[src/rtl/aw_spi_chain_tx.sv]
// SPI mode-0 master shift engine for MSB-first daisy-chain frames.
// One framed transfer per accepted packet; MISO is captured in parallel.
module aw_spi_chain_tx #(
    parameter int N        = 4,
    parameter int DIV      = 4,
    parameter int CS_SETUP = 2,
    parameter int CS_HOLD  = 2,
    parameter int CS_IDLE  = 4,
    parameter int LEN_W    = 10,
    localparam int MAXB    = N * 60
) (
    input  logic              clk,
    input  logic              rst,
    input  logic              in_valid,
    output logic              in_ready,
    input  logic [MAXB-1:0]   in_frame,
    input  logic [LEN_W-1:0]  in_len,
    output logic              spi_cs_n,
    output logic              spi_sclk,
    output logic              spi_mosi,
    input  logic              spi_miso,
    output logic              busy,
    output logic              done,
    output logic [MAXB-1:0]   rx_data
);

    localparam int CW = 16;

    typedef enum logic [2:0] {
        IDLE,
        SETUP,
        SHIFT,
        HOLD,
        GAP
    } state_t;

    state_t           state;
    logic [CW-1:0]    cnt;
    logic [LEN_W-1:0] bits;
    logic             phase;
    logic [MAXB-1:0]  tx_sh;
    logic [MAXB-1:0]  rx_sh;
    logic [LEN_W-1:0] len_eff;

    always_comb begin
        len_eff = in_len;
        if (int'(in_len) > MAXB) begin
            len_eff = LEN_W'(MAXB);
        end
    end

    assign in_ready = (state == IDLE);

    // tx_sh holds the bits still to be sent, already advanced past the one on mosi
    always_ff @(posedge clk) begin
        if (rst) begin
            state    <= IDLE;
            cnt      <= '0;
            bits     <= '0;
            phase    <= 1'b0;
            tx_sh    <= '0;
            rx_sh    <= '0;
            spi_cs_n <= 1'b1;
            spi_sclk <= 1'b0;
            spi_mosi <= 1'b0;
            busy     <= 1'b0;
            done     <= 1'b0;
            rx_data  <= '0;
        end else begin
            done <= 1'b0;
            unique case (state)
                IDLE: begin
                    if (in_valid) begin
                        tx_sh <= {in_frame[MAXB-2:0], 1'b0};
                        rx_sh <= '0;
                        bits  <= len_eff;
                        phase <= 1'b0;
                        if (len_eff == '0) begin
                            done <= 1'b1;
                        end else begin
                            state    <= SETUP;
                            spi_cs_n <= 1'b0;
                            spi_sclk <= 1'b0;
                            spi_mosi <= in_frame[MAXB-1];
                            busy     <= 1'b1;
                            cnt      <= CW'(CS_SETUP - 1);
                        end
                    end
                end
                SETUP: begin
                    if (cnt == '0) begin
                        state <= SHIFT;
                        phase <= 1'b0;
                        cnt   <= CW'(DIV - 1);
                    end else begin
                        cnt <= cnt - 1'b1;
                    end
                end
                SHIFT: begin
                    if (cnt != '0) begin
                        cnt <= cnt - 1'b1;
                    end else if (!phase) begin
                        spi_sclk <= 1'b1;
                        phase    <= 1'b1;
                        rx_sh    <= {rx_sh[MAXB-2:0], spi_miso};
                        cnt      <= CW'(DIV - 1);
                    end else begin
                        spi_sclk <= 1'b0;
                        phase    <= 1'b0;
                        if (bits == LEN_W'(1)) begin
                            state <= HOLD;
                            cnt   <= CW'(CS_HOLD - 1);
                        end else begin
                            bits     <= bits - 1'b1;
                            spi_mosi <= tx_sh[MAXB-1];
                            tx_sh    <= {tx_sh[MAXB-2:0], 1'b0};
                            cnt      <= CW'(DIV - 1);
                        end
                    end
                end
                HOLD: begin
                    if (cnt == '0) begin
                        state    <= GAP;
                        spi_cs_n <= 1'b1;
                        spi_mosi <= 1'b0;
                        done     <= 1'b1;
                        rx_data  <= rx_sh;
                        cnt      <= CW'(CS_IDLE - 1);
                    end else begin
                        cnt <= cnt - 1'b1;
                    end
                end
                GAP: begin
                    if (cnt == '0) begin
                        state <= IDLE;
                        busy  <= 1'b0;
                    end else begin
                        cnt <= cnt - 1'b1;
                    end
                end
                default: begin
                    state <= IDLE;
                end
            endcase
        end
    end

endmodule

[config.mk]
export PLATFORM = sky130hd
export DESIGN_NAME = aw_spi_chain_tx
export DESIGN_NICKNAME = d
export VERILOG_FILES = /design/src/rtl/aw_spi_chain_tx.sv
export SDC_FILE = /design/constraint.sdc
export NUM_CORES = 2
export LEC_CHECK = 0
export ABC_AREA = 1
export CAP_MARGIN = 40
export CORE_ASPECT_RATIO = 0.9
export CORE_MARGIN = 4
export CORE_UTILIZATION = 50
export CTS_BUF_LIST = sky130_fd_sc_hd__clkbuf_4 sky130_fd_sc_hd__clkbuf_8
export CTS_CLUSTER_SIZE = 12
export DETAILED_ROUTE_END_ITERATION = 8
export PLACE_DENSITY_LB_ADDON = 0.1
export REMOVE_ABC_BUFFERS = 1
export SYNTH_ARGS = -nofsm -noshare
export SYNTH_HDL_FRONTEND = slang
export SYNTH_SLANG_ARGS = --single-unit
[constraint.sdc]
create_clock -name clk -period 1.9 [get_ports clk]
set_clock_uncertainty 0.1 [all_clocks]
set_input_delay 0.475 -clock clk [delete_from_list [all_inputs] [get_ports clk]]
set_output_delay 0.475 -clock clk [all_outputs]
set_load 0.1 [all_outputs]
**Yosys cells after proc, flatten, opt, wreduce, memory -nomap -nowiden**

Cells that the tools add are included.

- Register bits after elaboration: 755
- Input port bits: 254
- Logic and storage cells: 107

- Add/sub/neg operators: 2
- $lt $le $gt $ge: 1
- Eq/ne operators: 16
- Multiplexer cells: 55
- Reduce and logical (&&, ||, !) cells: 21

Operator list:

| operator | number |
|---|---|
| 2-to-1 mux 240 bit | 7 |
| case mux 240 bit (2 select lines) | 2 |
| 2-to-1 mux 16 bit | 5 |
| case mux 16 bit (4 select lines) | 1 |
| 2-to-1 mux 10 bit | 5 |
| 2-to-1 mux 3 bit | 8 |
| AND reduction 4 bit | 6 |
| != test 2 bit (second input constant) | 11 |
| case mux 10 bit (2 select lines) | 1 |
| 2-to-1 mux 1 bit | 17 |
| logical NOT 16 bit | 1 |
| nonzero test 16 bit | 1 |
| subtractor 16 x 1 -> 16 bit (second input constant) | 1 |
| case mux 3 bit (5 select lines) | 1 |
| equality test 10 x 1 -> 1 bit (second input constant) | 1 |
| > comparator 10 x 8 -> 1 bit (second input constant) | 1 |
| logical NOT 10 bit | 1 |
| subtractor 10 x 1 -> 10 bit (second input constant) | 1 |
| case mux 1 bit (2 select lines) | 4 |
| AND reduction 8 bit | 1 |
| AND reduction 7 bit | 1 |
| equality test 3 x 2 -> 1 bit (second input constant) | 2 |
| case mux 1 bit (3 select lines) | 2 |
| nonzero test 2 bit | 3 |
| 9 further kinds | 11 |

**Logic depth before layout (Yosys ltp)**

- Word-level depth: 6
- Depth in mapped cells: 15

**Least setup slack after synthesis**

Ideal clock, no wire load.

- Kind: register to register
- Start point: reg state[2]
- End point: reg tx_sh[178]
- Arrival: 2.269 ns
- Required time: 1.687 ns
- Setup slack: -0.582 ns
- Stages on the path, launching flop included: 12
- Clock period less this slack: 2.482 ns
- Cells stage by stage: dfxtp_1 nor2_4 nand2_1 inv_1 nand2_1 o21ai_2 nand2_1 buf_4 buf_4 buf_2 o21ai_1 nor2_1

- Word-level cells in the longest chain between the ends: 3

Ends and longest elaborated chain:

| item | line | text |
|---|---|---|
| start, declared | 37 | `state_t state;` |
| start signal, assigned | 57 | `state <= IDLE;` |
| start signal, assigned | 81 | `state <= SETUP;` |
| start signal, assigned | 92 | `state <= SHIFT;` |
| logical NOT 3 bit * | n/a |  |
| via in_ready | 15 | `output logic in_ready,` |
| != test 2 bit (no line) or nonzero test 2 bit (tied branches) | n/a |  |
| AND reduction 5 bit (no line) | n/a |  |
| end signal, assigned | 74 | `tx_sh <= {in_frame[MAXB-2:0], 1'b0};` |
| end signal, assigned | 116 | `tx_sh <= {tx_sh[MAXB-2:0], 1'b0};` |
| end, declared | 41 | `logic [MAXB-1:0] tx_sh;` |

Mark *: on every way through the listed nets, which the timed path passes. The rest lies on a longest branch.
A chain may end at the register's enable or synchronous reset.

**Worst setup path after layout**

- Start point: reg cnt[1]
- End point: reg rx_data[209]

- Word-level cells in the longest chain between the ends: 2

Ends and longest elaborated chain:

| item | line | text |
|---|---|---|
| start, declared | 38 | `logic [CW-1:0] cnt;` |
| start signal, assigned | 86 | `cnt <= CW'(CS_SETUP - 1);` |
| start signal, assigned | 94 | `cnt <= CW'(DIV - 1);` |
| start signal, assigned | 96 | `cnt <= cnt - 1'b1;` |
| logical NOT 16 bit | 122 | `if (cnt == '0) begin` |
| AND reduction 2 bit (no line) | n/a |  |
| end signal, assigned | 127 | `rx_data <= rx_sh;` |
| end, declared | 24 | `output logic [MAXB-1:0] rx_data` |

Every way passes these cells.

==> out/summary.txt <==
Post-Layout Inst Area = 50000 um2
Yosys cell types = 32
WL met1 = 45.3 mm
row cnt = 87
uppermost layer routed = met5
pin count of the biggest net entering global routing = 115
area share of the leading cell type in the synthesized netlist = 47.1%
crit path launch = cnt[1]$_SDFFE_PP0P_
R2R cell count = 14
Synth top cells by count = nand2_1, dfxtp_1, nor2_1
# DRC = 0
sequential power share = 28.5%
Final min period = 2380 ps
min-delay src = in_frame[0]
clock buffer count from CTS = 117
setup TNS = -199750 ps
Hold Vio Cnt, Final = 0
failing checks = negative setup slack
Crit Path Class = flip-flop to flip-flop
CORE AREA = 63100 um2
Pleak = 22.2 nW
R2R Path End = rx_data[209]$_SDFFE_PP0P_
routed wl met2 = 57.1 mm
Comb power frac = 53.2%
fraction of registers with async set/reset = 0%
vias in the first global route = 31400
status = complete, but fails checks
post-synthesis cell area = 32100 um2
layout cell share with drive strength beyond 1 = 26.1%
Area contributors post-synth = dfxtp_1, nand2_1, a21oi_1, nor2_1, o21ai_0
count of state elements after synthesis = 754
simple-gate portion of the synthesized area = 25.4%
Via density = 5.48
maxcap violations = 0
Pint = 49.3 mW
Layout area overhead = 55.9%
nets@finish = 5455
R2R setup slack = -480 ps
Die Y = 248 um
met3 WL = 10.4 mm
Peak Freq = 0.420 GHz
Starting Density = 50.8%
Layout fillers = 3934
TritonRoute pass-1 iters = 7
post-route ant nets = 0
Die Span X = 275 um
# setup viols final = 872
number of flops mapped to enable cells by yosys = 0
routed len/inst = 19.4 um
io pins = 500
clock sink count = 754
total die area = 68300 um2
CTS tree = built
Worst Tran Pin Value = 758 ps
post-synthesis compound-gate area fraction = 16.0%
CTS root buffer = clkbuf_8
Synth area leader = dfxtp_1
main combinational cell family by area after synthesis = simple AND/OR/NAND/NOR gates
Worst VDD drop = 1140 uV
P_sw = 37.4 mW
top-count cell post-synth = nand2_1
CP Data Arrival Time = 2940 ps
total routing usage reported by global routing = 30.6%
CTS max path bufs = 3
Mapped Avg Cell Area = 7.05 um2
power per cell area = 1730 nW/um2
Hold Path Class = primary input to flip-flop
mux contribution to synthesized area = 0%
post-synthesis sequential area ratio = 47.1%
clk_lat worst skew = 760 ps
Final Total Pwr = 86.7 mW
clk slew on worst S/H paths = 70 ps
gpl congestion = 0.861
post-synthesis adder-cell area fraction = 0.156%
first-pass GRT wire length = 169 mm
Slew Limit Fails = 0
Startpoint Class = flip-flop
ys flop type = dfxtp_1
Hold Crit Endpoint = tx_sh[1]$_SDFFE_PP0P_
H-tree Lvls = 3
post-detail-place hpwl = 61.0 mm
setup ws final = -479 ps
port buffer count = 499
Tcrit/Tclk final = 125%
WP data required = 2460 ps
Setup crit end kind = flip-flop
Net Sw Frac = 43.2%
RSZ-0062 raised after global routing = yes
initial antenna violation count = 9
RR Startpoint = cnt[1]$_SDFFE_PP0P_
post-synthesis xor/xnor area fraction = 0.164%
dpl cell area = 41000 um2
slew margin rel. = 49.4%
Hold Path Stages = 3
initial DRC count = 3727
Syn Inst Count = 4550
Yosys Warn Count = 0
clock share of power = 18.2%
grt total ovfl = 0
DR vias = 33700
Critical Path Fanout Max = 10
total wire length = 119 mm
through the flow:
step / hold WS, ps / instances / setup slack, ps / util (%)
global route: 263 / 6146 / -589 / 79.2
finish: 284 / 6146 / -479 / 79.2
floorplan: 327 / 4221 / -13250 / -
detailed placement: 339 / 5738 / -617 / 65.0
CTS: 198 / 6098 / -306 / 75.6
global placement: 337 / 5738 / -617 / 65.0
worst max path at each step:
stage	end	cells past startpoint	slack (ps)
2_1_floorplan	rx_sh[100]$_SDFFE_PP0P_	7	-13250
3_3_place_gp	cnt[15]$_SDFFE_PP0P_	12	-620
3_5_place_dp	cnt[14]$_SDFFE_PP0P_	12	-620
4_1_cts	in_ready	5	-310
5_1_grt	rx_data[209]$_SDFFE_PP0P_	14	-590
6_report	rx_data[209]$_SDFFE_PP0P_	14	-480
metal layers:
metal / track usage, % / up-vias
met5: 0 / -
met4: 14.3 / 2
met3: 7.30 / 492
met2: 50.9 / 1708
met1: 37.8 / 15900
li1: - / 15700
area by class of cell:
cell class	count	area (um2)	share of cell area [%]
multi-input cells	2928	15500	30.9
flip-flops and latches	754	15100	30.2
repair buffers	851	13400	26.8
clock buffers	193	2490	4.99
inverters	540	2070	4.14
well taps	845	1060	2.12
clock inverters	22	263	0.526
repair inverters	5	104	0.208
diodes	8	20.0	0.0401
kinds of logic after synthesis:
family                   count (synthesis)
AND/OR/NAND/NOR                       1894
AO/OA/AOI/OAI                         1023
buffers and inverters                  869
flip-flops                             754
XOR/XNOR                                 6
adder cells (fa/ha/maj)                  4
registers in the layout, summed over array words and instances (netlist names), 3 cells and up:
signal / flops
bits: 10
cnt: 16
rx_data: 240
rx_sh: 240
state: 3
tx_sh: 239
repair_timing:
item | 4_1_cts | 5_1_grt
endpoints found under the hold margin | 2 | 0
hold buffers | 1 | 0
gates resized for setup | 424 | 565
endpoints found under the setup margin | 967 | 999
pin swaps | 58 | 179
buffers inserted | 61 | 39
gates cloned | 83 | 36
power by group through the flow:
stage | logic (mW) | clock network [mW] | registers, mW
finish | 46.1 | 15.8 | 24.7
global route | 49.5 | 16.6 | 25.1
CTS | 40.4 | 15.8 | 24.0
detailed placement | 32.2 | 0 | 24.1
global placement | 31.6 | 0 | 24.1
floorplan | 10.6 | 0 | 22.9
placed cells by master (no fill, tap or decap), drive strengths merged, types with 2 or more instances in the layout:
cell	n
ha	4
diode	8
nand2	1062
dfxtp	754
bufinv	5
o21ai	506
clkdlybuf4s50	252
xor2	3
nor2	547
a21oi	516
nand4	14
nand3b	2
buf	568
inv	546
clkbuf	222
nor3	248
nand3	20
clkinv	15
xnor2	3
worst max-delay path: stages (launching register included):
cell	delay, ps
dfxtp_2	320
inv_2	70
ha_4	140
inv_2	40
nor2_4	110
nand2_2	80
nor2_4	130
nand2_4	100
nor3_4	230
buf_12	180
buf_16	160
buf_12	170
clkbuf_16	180
o21ai_0	90
a21oi_1	170
(Power assumes the default switching activity.)
